--- config.mk ---
export PLATFORM = sky130hd
export DESIGN_NAME = tx_packet_mux
export DESIGN_NICKNAME = d
export VERILOG_FILES = /design/src/rtl/tx_mux_pkg.sv /design/src/rtl/tx_skid_buf.sv /design/src/rtl/tx_packet_mux.sv
export SDC_FILE = /design/constraint.sdc
export NUM_CORES = 1
export LEC_CHECK = 0
export ABC_AREA = 1
export BUFFER_PORTS_ARGS = -buffer_cell sky130_fd_sc_hd__buf_4
export CORE_ASPECT_RATIO = 1.5
export CORE_MARGIN = 1
export CORE_UTILIZATION = 45
export DETAILED_ROUTE_END_ITERATION = 7
export PLACE_DENSITY = 0.67
export REMOVE_ABC_BUFFERS = 1
export SKIP_CTS_REPAIR_TIMING = 1
export SLEW_MARGIN = 20
export SYNTH_ARGS = -nofsm -noshare
export SYNTH_HDL_FRONTEND = slang
export SYNTH_HIERARCHICAL = 1
export SYNTH_SLANG_ARGS = --single-unit
--- constraint.sdc ---
create_clock -name clk -period 2 [get_ports clk]
set_input_delay 0.4 -clock clk [delete_from_list [all_inputs] [get_ports clk]]
set_output_delay 0.4 -clock clk [all_outputs]
set_load 0.02 [all_outputs]
--- src/rtl/tx_mux_pkg.sv ---
// Shared types and constants for the TX packet multiplexer.
package tx_mux_pkg;

  // Arbiter state: IDLE looks for a new owner, LOCKED forwards one packet.
  typedef enum logic {
    ST_IDLE   = 1'b0,
    ST_LOCKED = 1'b1
  } arb_state_e;

  // Channel selection policy.
  localparam int MODE_EXT_SEL = 0;
  localparam int MODE_RR      = 1;

  // Extra payload bits carried alongside the data beat: cancel, eop, sop.
  localparam int CTRL_BITS = 3;

endpackage

--- src/rtl/tx_skid_buf.sv ---
// Two-entry valid/ready skid buffer. The main register drives the output.
// The skid register absorbs the one beat that can arrive while the output
// is stalled. Upstream ready depends only on registered state.
module tx_skid_buf #(
  parameter int WIDTH = 11
) (
  input  logic             clk,
  input  logic             rst,
  input  logic             in_valid,
  output logic             in_ready,
  input  logic [WIDTH-1:0] in_data,
  output logic             out_valid,
  input  logic             out_ready,
  output logic [WIDTH-1:0] out_data
);

  logic [WIDTH-1:0] main_q;
  logic [WIDTH-1:0] skid_q;
  logic             main_vld_q;
  logic             skid_full_q;
  logic             take;
  logic             main_free;

  assign in_ready  = ~skid_full_q;
  assign out_valid = main_vld_q;
  assign out_data  = main_q;
  assign take      = in_valid & ~skid_full_q;
  assign main_free = ~main_vld_q | out_ready;

  // Main register refills from skid first; otherwise a stalled output parks
  // the incoming beat in the skid register.
  always_ff @(posedge clk) begin
    if (rst) begin
      main_q      <= '0;
      skid_q      <= '0;
      main_vld_q  <= 1'b0;
      skid_full_q <= 1'b0;
    end else if (main_free) begin
      if (skid_full_q) begin
        main_q      <= skid_q;
        main_vld_q  <= 1'b1;
        skid_full_q <= 1'b0;
      end else begin
        main_vld_q <= take;
        if (take) main_q <= in_data;
      end
    end else if (take) begin
      skid_q      <= in_data;
      skid_full_q <= 1'b1;
    end
  end

endmodule

--- src/rtl/tx_packet_mux.sv ---
// Packet-granular TX multiplexer: picks one source channel at its SOP and
// holds the grant until that packet's EOP or cancel beat is accepted.
// Beats go through a skid buffer so PHY ready never reaches the sources
// combinationally.
module tx_packet_mux
  import tx_mux_pkg::*;
#(
  parameter int NUM_CH   = 2,
  parameter int DATA_W   = 8,
  parameter int SEL_MODE = 0,
  parameter int SEL_W    = $clog2(NUM_CH)
) (
  input  logic                     clk,
  input  logic                     rst,
  input  logic [SEL_W-1:0]         sel,
  input  logic [NUM_CH-1:0]        in_sop,
  input  logic [NUM_CH-1:0]        in_eop,
  input  logic [NUM_CH-1:0]        in_valid,
  output logic [NUM_CH-1:0]        in_ready,
  input  logic [NUM_CH*DATA_W-1:0] in_data,
  input  logic [NUM_CH-1:0]        in_cancel,
  output logic                     out_sop,
  output logic                     out_eop,
  output logic                     out_cancel,
  output logic                     out_valid,
  input  logic                     out_ready,
  output logic [DATA_W-1:0]        out_data,
  output logic [NUM_CH-1:0]        grant,
  output logic                     eop_done,
  output logic                     orphan_err
);

  localparam int PW = DATA_W + CTRL_BITS;
  localparam logic [SEL_W-1:0] LAST_CH = SEL_W'(NUM_CH - 1);

  arb_state_e        state_q, state_d;
  logic [SEL_W-1:0]  owner_q, owner_d;
  logic [SEL_W-1:0]  rr_ptr_q, rr_ptr_d;
  logic [SEL_W-1:0]  cand_idx, scan_idx, cur_idx;
  logic              cand_vld;
  logic              beat_take;
  logic              discard;
  logic              orphan_q;

  logic              buf_ready;
  logic              buf_valid;
  logic [PW-1:0]     buf_din;
  logic [PW-1:0]     buf_dout;

  logic [DATA_W-1:0] ch_data [NUM_CH];

  for (genvar g = 0; g < NUM_CH; g++) begin : g_unpack
    assign ch_data[g] = in_data[g*DATA_W +: DATA_W];
  end

  // Candidate owner while idle: external select, or first valid channel
  // scanning upward from rr_ptr (reverse loop so the nearest one wins).
  always_comb begin
    cand_idx = '0;
    cand_vld = 1'b0;
    scan_idx = '0;
    if (SEL_MODE == MODE_RR) begin
      for (int i = NUM_CH - 1; i >= 0; i--) begin
        scan_idx = SEL_W'((int'(rr_ptr_q) + i) % NUM_CH);
        if (in_valid[scan_idx]) begin
          cand_idx = scan_idx;
          cand_vld = 1'b1;
        end
      end
    end else begin
      if (int'(sel) < NUM_CH) begin
        cand_idx = sel;
        cand_vld = in_valid[sel];
      end
    end
  end

  // Arbiter next-state, per-channel ready and grant. An SOP candidate is
  // granted in the same cycle it is accepted; a non-SOP candidate while
  // idle is swallowed so it cannot block the channel.
  always_comb begin
    state_d   = state_q;
    owner_d   = owner_q;
    rr_ptr_d  = rr_ptr_q;
    cur_idx   = owner_q;
    beat_take = 1'b0;
    discard   = 1'b0;
    in_ready  = '0;
    grant     = '0;
    if (state_q == ST_LOCKED) begin
      grant[owner_q]    = 1'b1;
      in_ready[owner_q] = buf_ready;
      beat_take         = in_valid[owner_q] & buf_ready;
    end else if (cand_vld) begin
      cur_idx = cand_idx;
      if (in_sop[cand_idx]) begin
        in_ready[cand_idx] = buf_ready;
        beat_take          = buf_ready;
        if (buf_ready) begin
          grant[cand_idx] = 1'b1;
          owner_d         = cand_idx;
          state_d         = ST_LOCKED;
        end
      end else begin
        in_ready[cand_idx] = 1'b1;
        discard            = 1'b1;
      end
    end
    // Packet end releases the lock, including single-beat packets.
    if (beat_take && (in_eop[cur_idx] || in_cancel[cur_idx])) begin
      state_d  = ST_IDLE;
      rr_ptr_d = (cur_idx == LAST_CH) ? '0 : cur_idx + 1'b1;
    end
    if (rst) begin
      in_ready  = '0;
      grant     = '0;
      beat_take = 1'b0;
      discard   = 1'b0;
    end
  end

  // Arbiter state, owner, round-robin pointer and orphan pulse.
  always_ff @(posedge clk) begin
    if (rst) begin
      state_q  <= ST_IDLE;
      owner_q  <= '0;
      rr_ptr_q <= '0;
      orphan_q <= 1'b0;
    end else begin
      state_q  <= state_d;
      owner_q  <= owner_d;
      rr_ptr_q <= rr_ptr_d;
      orphan_q <= discard;
    end
  end

  // A cancel beat always closes the packet on the PHY side, so eop is forced.
  assign buf_valid = beat_take;
  assign buf_din   = {in_cancel[cur_idx],
                      in_eop[cur_idx] | in_cancel[cur_idx],
                      in_sop[cur_idx],
                      ch_data[cur_idx]};

  tx_skid_buf #(.WIDTH(PW)) u_skid (
    .clk       (clk),
    .rst       (rst),
    .in_valid  (buf_valid),
    .in_ready  (buf_ready),
    .in_data   (buf_din),
    .out_valid (out_valid),
    .out_ready (out_ready),
    .out_data  (buf_dout)
  );

  assign out_cancel = buf_dout[DATA_W+2];
  assign out_eop    = buf_dout[DATA_W+1];
  assign out_sop    = buf_dout[DATA_W];
  assign out_data   = buf_dout[DATA_W-1:0];
  assign eop_done   = out_valid & out_ready & (out_eop | out_cancel);
  assign orphan_err = orphan_q;

endmodule

After elaboration in Yosys (flattened, before gate mapping)
Index checks and enable logic that the tools add are counted.

cells by class
  magnitude comparators = 6
  mux-type cells = 42
  bitwise gates (word level) = 15
  reduce and logical (&&, ||, !) cells = 11

operators by type and width
  cell                  number
  $mux W1               26
  $mux W8               3
  $mux W11              2
  $mux W2               9
  $lt A1 B2 Y1 const B  3
  $not A1 Y1            5
  $and A1 B1 Y1         4
  $and A2 B2 Y2         2
  $reduce_and A2 Y1     2
  $reduce_and A4 Y1     1
  $reduce_or A2 Y1      2
  $logic_and A1 B1 Y1   3
  $or A1 B1 Y1          3
  $reduce_or A3 Y1      1
  $demux W1 S1          2
  $ge A1 B1 Y1 const B  2
  $ge A2 B2 Y1 const B  1
  $not A1 Y2            1
  $reduce_bool A2 Y1    1
  $logic_or A1 B1 Y1    1

storage, ports and cells
  register bits = 27
  input port bits = 28
  output and inout port bits = 18
  logic and storage cells = 81

Logic depth before layout (Yosys ltp)
Gate-level depths: netlist of run 1.

  depth in word-level cells = 10
  gate-level depth with buffers = 12
  mapped depth without buffers = 11

Hierarchy
Netlist of run 1, hierarchy kept.

by module, submodules not included
  module         times used  cells an instance  area each (sq um)  sequential area each (sq um)
  tx_skid_buf    1           180                1116.1             480.5
  tx_packet_mux  1           68                 450.4              60.1

Least setup slack after synthesis of run 1
OpenSTA, ideal clock, no wires.

  path kind = input to register
  start = input port in_sop[0]
  end = register u_skid.skid_q[0]
  setup time = 113 ps
  arrival = 1601 ps
  data required time = 1887 ps
  path slack = 287 ps
  stages on the path = 11
  path buffers = 1
  path through = inv_1 > o21ai_0 > and2_1 > nor2_1 > nor3b_1 > inv_1 > nor2_1 > buf_2 > nand3_1 > nand2_1 > nor2_1

between the ends
  word-level cells in the longest chain between the ends = 8

RTL lines
  item                                         line                  source
  start: declaration                           tx_packet_mux.sv:16   input logic [NUM_CH-1:0] in_sop,
  $mux W1 (not written as such) (2 in series)  tx_packet_mux.sv:96   if (in_sop[cand_idx]) begin
  $mux W1                                      tx_packet_mux.sv:96
  $mux W1                                      tx_packet_mux.sv:94   end else if (cand_vld) begin
  $mux W1                                      tx_packet_mux.sv:90   if (state_q == ST_LOCKED) begin
  $mux W1                                      tx_packet_mux.sv:114  if (rst) begin
  net beat_take                                tx_packet_mux.sv:41   logic beat_take;
  $and A1 B1 Y1                                tx_skid_buf.sv:27     assign take = in_valid & ~skid_full_q;
  $reduce_and A2 Y1 (no line)                  --
  end signal: assignment                       tx_skid_buf.sv:48     skid_q <= in_data;
  end: declaration                             tx_skid_buf.sv:18     logic [WIDTH-1:0] skid_q;

The timed path passes the listed nets, and every way through them passes these cells. The select of a mux whose other input is x is not followed.
A chain may end at the register's enable or synchronous reset.

Worst setup path in the final report of run 1
  start = register state_q
  end = output port grant[1]

between the ends
  word-level cells in the longest chain between the ends = 2

RTL lines
  item                      line                  source
  start: declaration        tx_packet_mux.sv:36   arb_state_e state_q, state_d;
  start signal: assignment  tx_packet_mux.sv:130  state_q <= state_d;
  $mux W2                   tx_packet_mux.sv:90
  $mux W2                   tx_packet_mux.sv:114
  end: declaration          tx_packet_mux.sv:28   output logic [NUM_CH-1:0] grant,

Every way passes these cells.

==> flow_metrics.tcl, run 1 <==
set metrics [dict create \
    cp_max_fo 6 \
    total_power_mw 1.20 \
    clock-skew-final_ps 5.09 \
    antenna_cells 0 \
    grt-ovfl-total 0 \
    dr.pass1.iters 4 \
    setup_slack_ps 96.7 \
    gp_congestion 0.783 \
    die_area_um2 3730 \
    holdCritStartpoint "rst" \
    fp.dieH_um 74.3 \
    p_per_area_nw_per_um2 588 \
    drcViolationCount 0 \
    drt-initial-drc-count 23 \
    first_global_vias 1421 \
    mostFrequentLayoutCells "62 x nand2_1, 56 x buf_4, 54 x nor2_1, 37 x inv_1, 27 x dfxtp_1" \
    r2r-start "state_q$_SDFF_PP0_" \
    syn_inst 248 \
    slew_headroom_pct 74.1 \
    area_delta_synth_final_pct 29.9 \
    arrival_ps 1500 \
    drv_slew 0 \
    cap_violations 0 \
    drive_gt1_share_pct 25.2 \
    drt-total-wl_um 3650 \
    clock_sinks 27 \
    ir_drop_mv 0.476 \
    htreeDepth 1 \
    path_clk_slew_ps 100 \
    postRouteAntennaNets 0 \
    ff2ff_setup_slack_ps 190 \
    max_freq_mhz 525 \
    design.core.area_um2 3220 \
    r2r-end "u_skid/out_data[5]$_SDFFE_PP0P_" \
    final_nets 327 \
    wl_per_cell_um 10.8 \
    fin_tns_setup_ps 0 \
    cts_buffers 3 \
    final_common_cell "nand2_1" \
    outcome "finished clean" \
    min_to "u_skid/out_valid$_SDFFE_PP0P_" \
    row_count 25 \
    synth_area_per_cell_um2 6.32 \
    worst_slew_pin_slew_ps 385 \
    yosys_warnings 6 \
    layout_min_cycle_time_ps 1900 \
    critical_path.cell_chain "inv_1 -> nand2_2 -> nand2_2 -> buf_4 -> nor3_1 -> buf_4" \
    setup_viol 0 \
    final_area_um2 2030 \
    pin_count 46 \
    cts-root-buf "clkbuf_8" \
    worstPathRequired_ps 1600 \
    dp.cells 334 \
    antenna_found_initial 0 \
    hold_violations 0 \
    end_kind "primary output" \
    ys_types 20 \
    vias_per_cell 4.67 \
    fin_util_pct 63.1 \
    cts_tree "yes" \
    netlist_area_um2 1570 \
    dpl.hpwl_um 2740 \
    portBuffers 45 \
    die_x_um 50.2 \
    fin_crit_sh_pct 95.2 \
    clk_latency_ps 280 \
    ys_seq_area_share_pct 34.5 \
    p_leak_nw 1.09 \
    grt_pass1_wl_um 5920 \
    rsz0062_at_grt "no" \
    routed-via-count 1580 \
    crit_type "reg -> out" \
    path_buf_inv 3 \
    grt_max_degree 24 \
    hold_path_depth 2 \
    hold_path.class "in -> reg" \
    critPathMaxStageDelay_ps 440 \
    start_util_pct 48.6 \
    fin_cells 338 \
    grt_util_all_layers_pct 21.2 \
    dpl-instance-area_um2 1980 \
    ys_seq_elements 27 \
    whs_ps 387 \
    reg2reg_depth 10 \
    clockBufferDepth 2 \
    critPathTopFamily "buffers and inverters" \
    crit_path_start_kind "flip-flop" \
    dp_worst_setup_slack_ps 10.5 \
    slowest_stage "dfxtp_1" \
]
-- area by class of cell --
cell class | count | area, um2
Inverter | 38 | 143
Clock inverter | 1 | 7.51
Fill cell | 330 | 1190
Clock buffer | 3 | 41.3
Sequential cell | 27 | 541
Multi-Input combinational cell | 173 | 832
Tap cell | 40 | 50.0
Timing Repair Buffer | 56 | 420
-- where the power goes --
group	internal (mW)	switching (mW)
sequential	0.557	0.0122
combinational	0.146	0.158
clock	0.142	0.182
-- registers in the layout, summed over array words and instances, names as in the netlist --
name / count
state_q: 1
u_skid/out_valid: 1
u_skid/skid_q: 11
orphan_err: 1
u_skid/out_data: 11
owner_q: 1
u_skid/skid_full_q: 1
-- synth_stat cells --
cell type / number / area share, %
a21oi_1: 7 / 2.2
a311oi_1: 1 / 0.56
and2_1: 1 / 0.40
buf_2: 4 / 1.3
buf_4: 1 / 0.48
buf_6: 2 / 1.4
clkbuf_1: 3 / 0.72
dfxtp_1: 27 / 35
inv_1: 37 / 8.9
inv_2: 1 / 0.24
mux2_4: 8 / 7.7
nand2_1: 62 / 15
nand2_2: 5 / 2.0
nand3_1: 14 / 4.5
nand3b_1: 1 / 0.48
nor2_1: 54 / 13
nor3_1: 1 / 0.32
nor3b_1: 1 / 0.48
o211a_1: 1 / 0.64
o21ai_0: 17 / 5.4
-- per-layer routing --
layer	part of all wire, %	up-vias	GRT usage (%)	wire, um
li1	-	851	-	-
met1	42	690	21.6	1520
met2	53	32	40.7	1940
met3	2.4	7	2.45	89
met4	2.7	0	12.1	100
met5	0	-	0	0
-- worst max-delay path by stage --
stage / startpoint / to / slack, ps / cells past startpoint
5_1_grt: state_q$_SDFF_PP0_ / u_skid/skid_q[2]$_SDFFE_PP0P_ / 40 / 10
3_3_place_gp: sel / u_skid/out_data[4]$_SDFFE_PP0P_ / 70 / 10
3_5_place_dp: sel / u_skid/out_data[0]$_SDFFE_PP0P_ / 10 / 10
6_report: state_q$_SDFF_PP0_ / grant[1] / 100 / 6
2_1_floorplan: u_skid/skid_full_q$_SDFFE_PP0P_ / u_skid/skid_q[0]$_SDFFE_PP0P_ / 80 / 9
4_1_cts: state_q$_SDFF_PP0_ / u_skid/out_data[5]$_SDFFE_PP0P_ / 40 / 10
-- cells by family after synthesis --
logic type      count (synthesis)  synth area share [%]
simple gates                  139                  35.9
buf+inv                        48                  13.0
flops                          27                  34.5
compound gates                 26                  8.87
mux                             8                  7.67
Power figures use the tool's default switching activity.
==> run 2: changes to the inputs <==
--- a/config.mk
+++ b/config.mk
@@ -11,8 +11,9 @@
 export CORE_MARGIN = 1
 export CORE_UTILIZATION = 45
 export DETAILED_ROUTE_END_ITERATION = 7
-export PLACE_DENSITY = 0.67
+export PLACE_DENSITY = 0.71
 export REMOVE_ABC_BUFFERS = 1
+export SETUP_SLACK_MARGIN = 0.4
 export SKIP_CTS_REPAIR_TIMING = 1
 export SLEW_MARGIN = 20
 export SYNTH_ARGS = -nofsm -noshare
==> flow_metrics.tcl, run 2 (synthesis results as in run 1) <==
set metrics [dict create \
    outcome "finished clean" \
    ir_drop_mv 0.366 \
    fp.dieH_um 74.3 \
    path_buf_inv 3 \
    worst_slew_pin_slew_ps 280 \
    r2r-start "state_q$_SDFF_PP0_" \
    slowest_stage "dfxtp_4" \
    clock_sinks 27 \
    drt-total-wl_um 3800 \
    p_int_uw 862 \
    crit_start "state_q$_SDFF_PP0_" \
    clock-skew-final_ps 6.95 \
    htreeDepth 1 \
    dp_worst_setup_slack_ps 17.3 \
    area_delta_synth_final_pct 40.3 \
    mostFrequentLayoutCells "58 x nand2_1, 57 x buf_4, 53 x nor2_1, 31 x inv_1, 24 x dfxtp_1" \
    clockBufferDepth 2 \
    cts-root-buf "clkbuf_8" \
    drive_gt1_share_pct 33.6 \
    fin_crit_sh_pct 86.5 \
    portBuffers 45 \
    arrival_ps 1330 \
    hold_path.class "in -> reg" \
    dpl.hpwl_um 2540 \
    cp_common_cell "nand2_4" \
    power.switching_uw 350 \
    setup_viol 0 \
    postRouteAntennaNets 0 \
    p_per_area_nw_per_um2 551 \
    fin_tns_setup_ps 0 \
    clk_latency_ps 270 \
    grt_pass1_wl_um 5940 \
    hold_violations 0 \
    dr.pass1.iters 4 \
    drcViolationCount 0 \
    vias_per_cell 4.81 \
    final_nets 333 \
    worstPathRequired_ps 1600 \
    final_common_cell "nand2_1" \
    rsz0062_at_grt "yes" \
    max_freq_mhz 578 \
    path_clk_slew_ps 90 \
    cap_violations 0 \
    slew_headroom_pct 81.1 \
    critical_path.cell_chain "inv_4 -> nand2_4 -> nand2_4 -> buf_6 -> nor3_2 -> buf_4" \
    die_x_um 50.2 \
    end_kind "primary output" \
    grt_util_all_layers_pct 20.7 \
    routed-via-count 1654 \
    critPathMaxStageDelay_ps 420 \
    row_count 25 \
    power.share.switching_pct 28.9 \
    antenna_found_initial 0 \
    p_leak_nw 1.14 \
    cts_buffers 3 \
    clkPwrFrac_pct 25.1 \
    design.core.area_um2 3220 \
    die_area_um2 3730 \
    drv_slew 0 \
    combPwrFrac_pct 27.9 \
    gp_congestion 0.820 \
    start_util_pct 48.6 \
    first_global_vias 1489 \
    wl_per_cell_um 11.0 \
    layout_min_cycle_time_ps 1730 \
    crit_path_start_kind "flip-flop" \
    grt_max_degree 24 \
    power_frac_seq_pct 47.0 \
    crit_type "reg -> out" \
    cp_max_fo 6 \
    cts_tree "yes" \
    grt-ovfl-total 0 \
    drt-initial-drc-count 32 \
    critPathTopFamily "flip-flops" \
    antenna_cells 0 \
    pin_count 46 \
    holdCritStartpoint "rst" \
    setup_slack_ps 271 \
]
[run 2: cell type report]
type                    instances  area, um2
inverters                      38        148
repair buffers                 62        478
fillers                       299       1020
well taps                      40       50.0
multi-input cells             173        930
flip-flops and latches         27        547
clock buffers                   4       45.0
[run 2: metrics by stage]
stage          area [um2]  utilization [%]  power (mW)  hold slack, ps  cells
2_1_floorplan        1510                -       0.757             455    238
3_3_place_gp         1960             60.9       0.876             462    332
3_5_place_dp         1960             60.9       0.879             472    332
4_1_cts              2010             62.3        1.18             380    336
5_1_grt              2200             68.2        1.28             428    344
6_report             2200             68.2        1.21             398    344
[run 2: path summary, 6_finish.rpt]
kind	slack [ps]	endpoint	cells past startpoint
setup / recovery	270	grant[1]	6
hold / removal	400	u_skid/out_valid$_SDFFE_PP0P_	2
setup reg to reg	380	u_skid/out_data[7]$_SDFFE_PP0P_	9
hold reg to reg	490	u_skid/skid_q[7]$_SDFFE_PP0P_	2
[run 2: power by group through the flow]
stage,Combinational (mW),Clock [mW],Sequential [mW]
3_5_place_dp,0.297,0,0.582
5_1_grt,0.373,0.338,0.572
3_3_place_gp,0.295,0,0.581
4_1_cts,0.298,0.313,0.570
2_1_floorplan,0.155,0,0.601
6_report,0.338,0.304,0.569
[run 2: routing by layer]
layer,vias up,routed length [um],global-route usage [%],part of all wire [%]
met3,8,97,1.84,2.6
li1,867,-,-,-
met1,745,1480,19.8,39
met2,34,2130,42.8,56
met4,0,90,9.84,2.4
met5,-,0,0,0
==> run 3: changes to the inputs <==
--- a/config.mk
+++ b/config.mk
@@ -9,9 +9,9 @@
 export BUFFER_PORTS_ARGS = -buffer_cell sky130_fd_sc_hd__buf_4
 export CORE_ASPECT_RATIO = 1.5
 export CORE_MARGIN = 1
-export CORE_UTILIZATION = 45
+export CORE_UTILIZATION = 51
 export DETAILED_ROUTE_END_ITERATION = 7
-export PLACE_DENSITY = 0.71
+export PLACE_DENSITY = 0.79
 export REMOVE_ABC_BUFFERS = 1
 export SETUP_SLACK_MARGIN = 0.4
 export SKIP_CTS_REPAIR_TIMING = 1
==> flow_metrics.tcl, run 3 (synthesis results as in run 1) <==
set metrics [dict create \
    outcome "finished clean" \
    dpl.hpwl_um 2610 \
    ir_drop_mv 0.460 \
    layout_min_cycle_time_ps 1750 \
    end_kind "flip-flop" \
    crit_path_start_kind "flip-flop" \
    first_global_vias 1513 \
    drt-initial-drc-count 95 \
    hold_path.class "in -> reg" \
    cts-root-buf "clkbuf_8" \
    grt_util_all_layers_pct 23.8 \
    critPathMaxStageDelay_ps 400 \
    combPwrFrac_pct 28.3 \
    htreeDepth 1 \
    clock-skew-final_ps 4.16 \
    grt_pass1_wl_um 5930 \
    wl_per_cell_um 13.5 \
    dr.pass1.iters 4 \
    gp_congestion 0.800 \
    cp_max_fo 6 \
    cap_violations 0 \
    path_clk_slew_ps 100 \
    fin_cells 341 \
    portBuffers 45 \
    fin_tns_setup_ps 0 \
    start_util_pct 53.8 \
    final_nets 331 \
    grt-ovfl-total 0 \
    critical_path.cell_chain "inv_4 -> a21oi_1 -> o21ai_1 -> nor3b_4 -> inv_2 -> nor2_4 -> buf_6 -> nand3_1 -> nand2_1 -> nor2_1" \
    postRouteAntennaNets 0 \
    drive_gt1_share_pct 32.1 \
    drcViolationCount 0 \
    clk_latency_ps 270 \
    final_common_cell "nand2_1" \
    worstPathRequired_ps 2170 \
    fin_crit_sh_pct 87.6 \
    routed-via-count 1740 \
    cts_tree "yes" \
    clkPwrFrac_pct 25.4 \
    vias_per_cell 5.10 \
    grt_max_degree 24 \
    row_count 24 \
    reg2reg_depth 10 \
    p_int_uw 856 \
    dp.cells 328 \
    design.core.area_um2 2910 \
    whs_ps 408 \
    critPathTopFamily "simple AND/OR/NAND/NOR gates" \
    hold_path_depth 2 \
    arrival_ps 1920 \
    fp.dieH_um 69.9 \
    drv_slew 0 \
    max_freq_mhz 571 \
    crit_start "state_q$_SDFF_PP0_" \
    setup_viol 0 \
    power_frac_seq_pct 46.4 \
    die_x_um 47.3 \
    drt-total-wl_um 4590 \
    power.switching_uw 376 \
    p_per_area_nw_per_um2 563 \
    power.share.switching_pct 30.5 \
    area_delta_synth_final_pct 39.8 \
    path_buf_inv 3 \
    crit_type "reg -> reg" \
    cts_buffers 3 \
    holdCritStartpoint "rst" \
    clockBufferDepth 2 \
    crit_cells 10 \
    slew_headroom_pct 71.2 \
    setup_slack_ps 248 \
    mostFrequentLayoutCells "60 x nand2_1, 57 x buf_4, 51 x nor2_1, 34 x inv_1, 24 x dfxtp_1" \
    die_area_um2 3300 \
    r2r-start "state_q$_SDFF_PP0_" \
    dp_worst_setup_slack_ps -34.1 \
    total_power_mw 1.23 \
    worst_slew_pin_slew_ps 427 \
    antenna_found_initial 0 \
    rsz0062_at_grt "yes" \
    clock_sinks 27 \
    pin_count 46 \
    antenna_cells 0 \
    p_leak_nw 1.14 \
    slowest_stage "dfxtp_4" \
    hold_violations 0 \
]
==> run 3: worst paths after layout <==
check | end | slack (ps)
worst max-delay path | u_skid/skid_q[10]$_SDFFE_PP0P_ | 250
worst min-delay path | u_skid/out_valid$_SDFFE_PP0P_ | 410
worst max register to register | u_skid/skid_q[10]$_SDFFE_PP0P_ | 250
worst min register to register | u_skid/skid_q[8]$_SDFFE_PP0P_ | 490
==> run 3: final cells by class <==
type	instances	area [um2]
Clock buffer	3	41.3
Clock inverter	1	5.00
Fill cell	223	723
Inverter	38	150
Multi-Input combinational cell	174	947
Sequential cell	27	547
Tap cell	39	48.8
Timing Repair Buffer	59	450
==> run 3: through the flow <==
step | utilization (%) | cell area (um2)
floorplan | - | 1510
global placement | 66.5 | 1940
detailed placement | 66.5 | 1940
CTS | 68.1 | 1980
global route | 75.2 | 2190
finish | 75.2 | 2190
==> run 3: power groups by stage <==
stage | logic [mW] | registers [mW] | clock network [mW]
global placement | 0.286 | 0.582 | 0
finish | 0.348 | 0.571 | 0.313
CTS | 0.290 | 0.570 | 0.310
global route | 0.380 | 0.574 | 0.336
detailed placement | 0.289 | 0.583 | 0
floorplan | 0.155 | 0.601 | 0
==> run 3: layer usage <==
metal	up-vias	share of wire (%)	routed length, um	track usage (%)
met4	0	4.2	192	8.57
li1	861	-	-	-
met2	78	56	2580	44.4
met3	19	3.9	179	2.84
met1	782	36	1640	24.8
met5	-	0	0	0
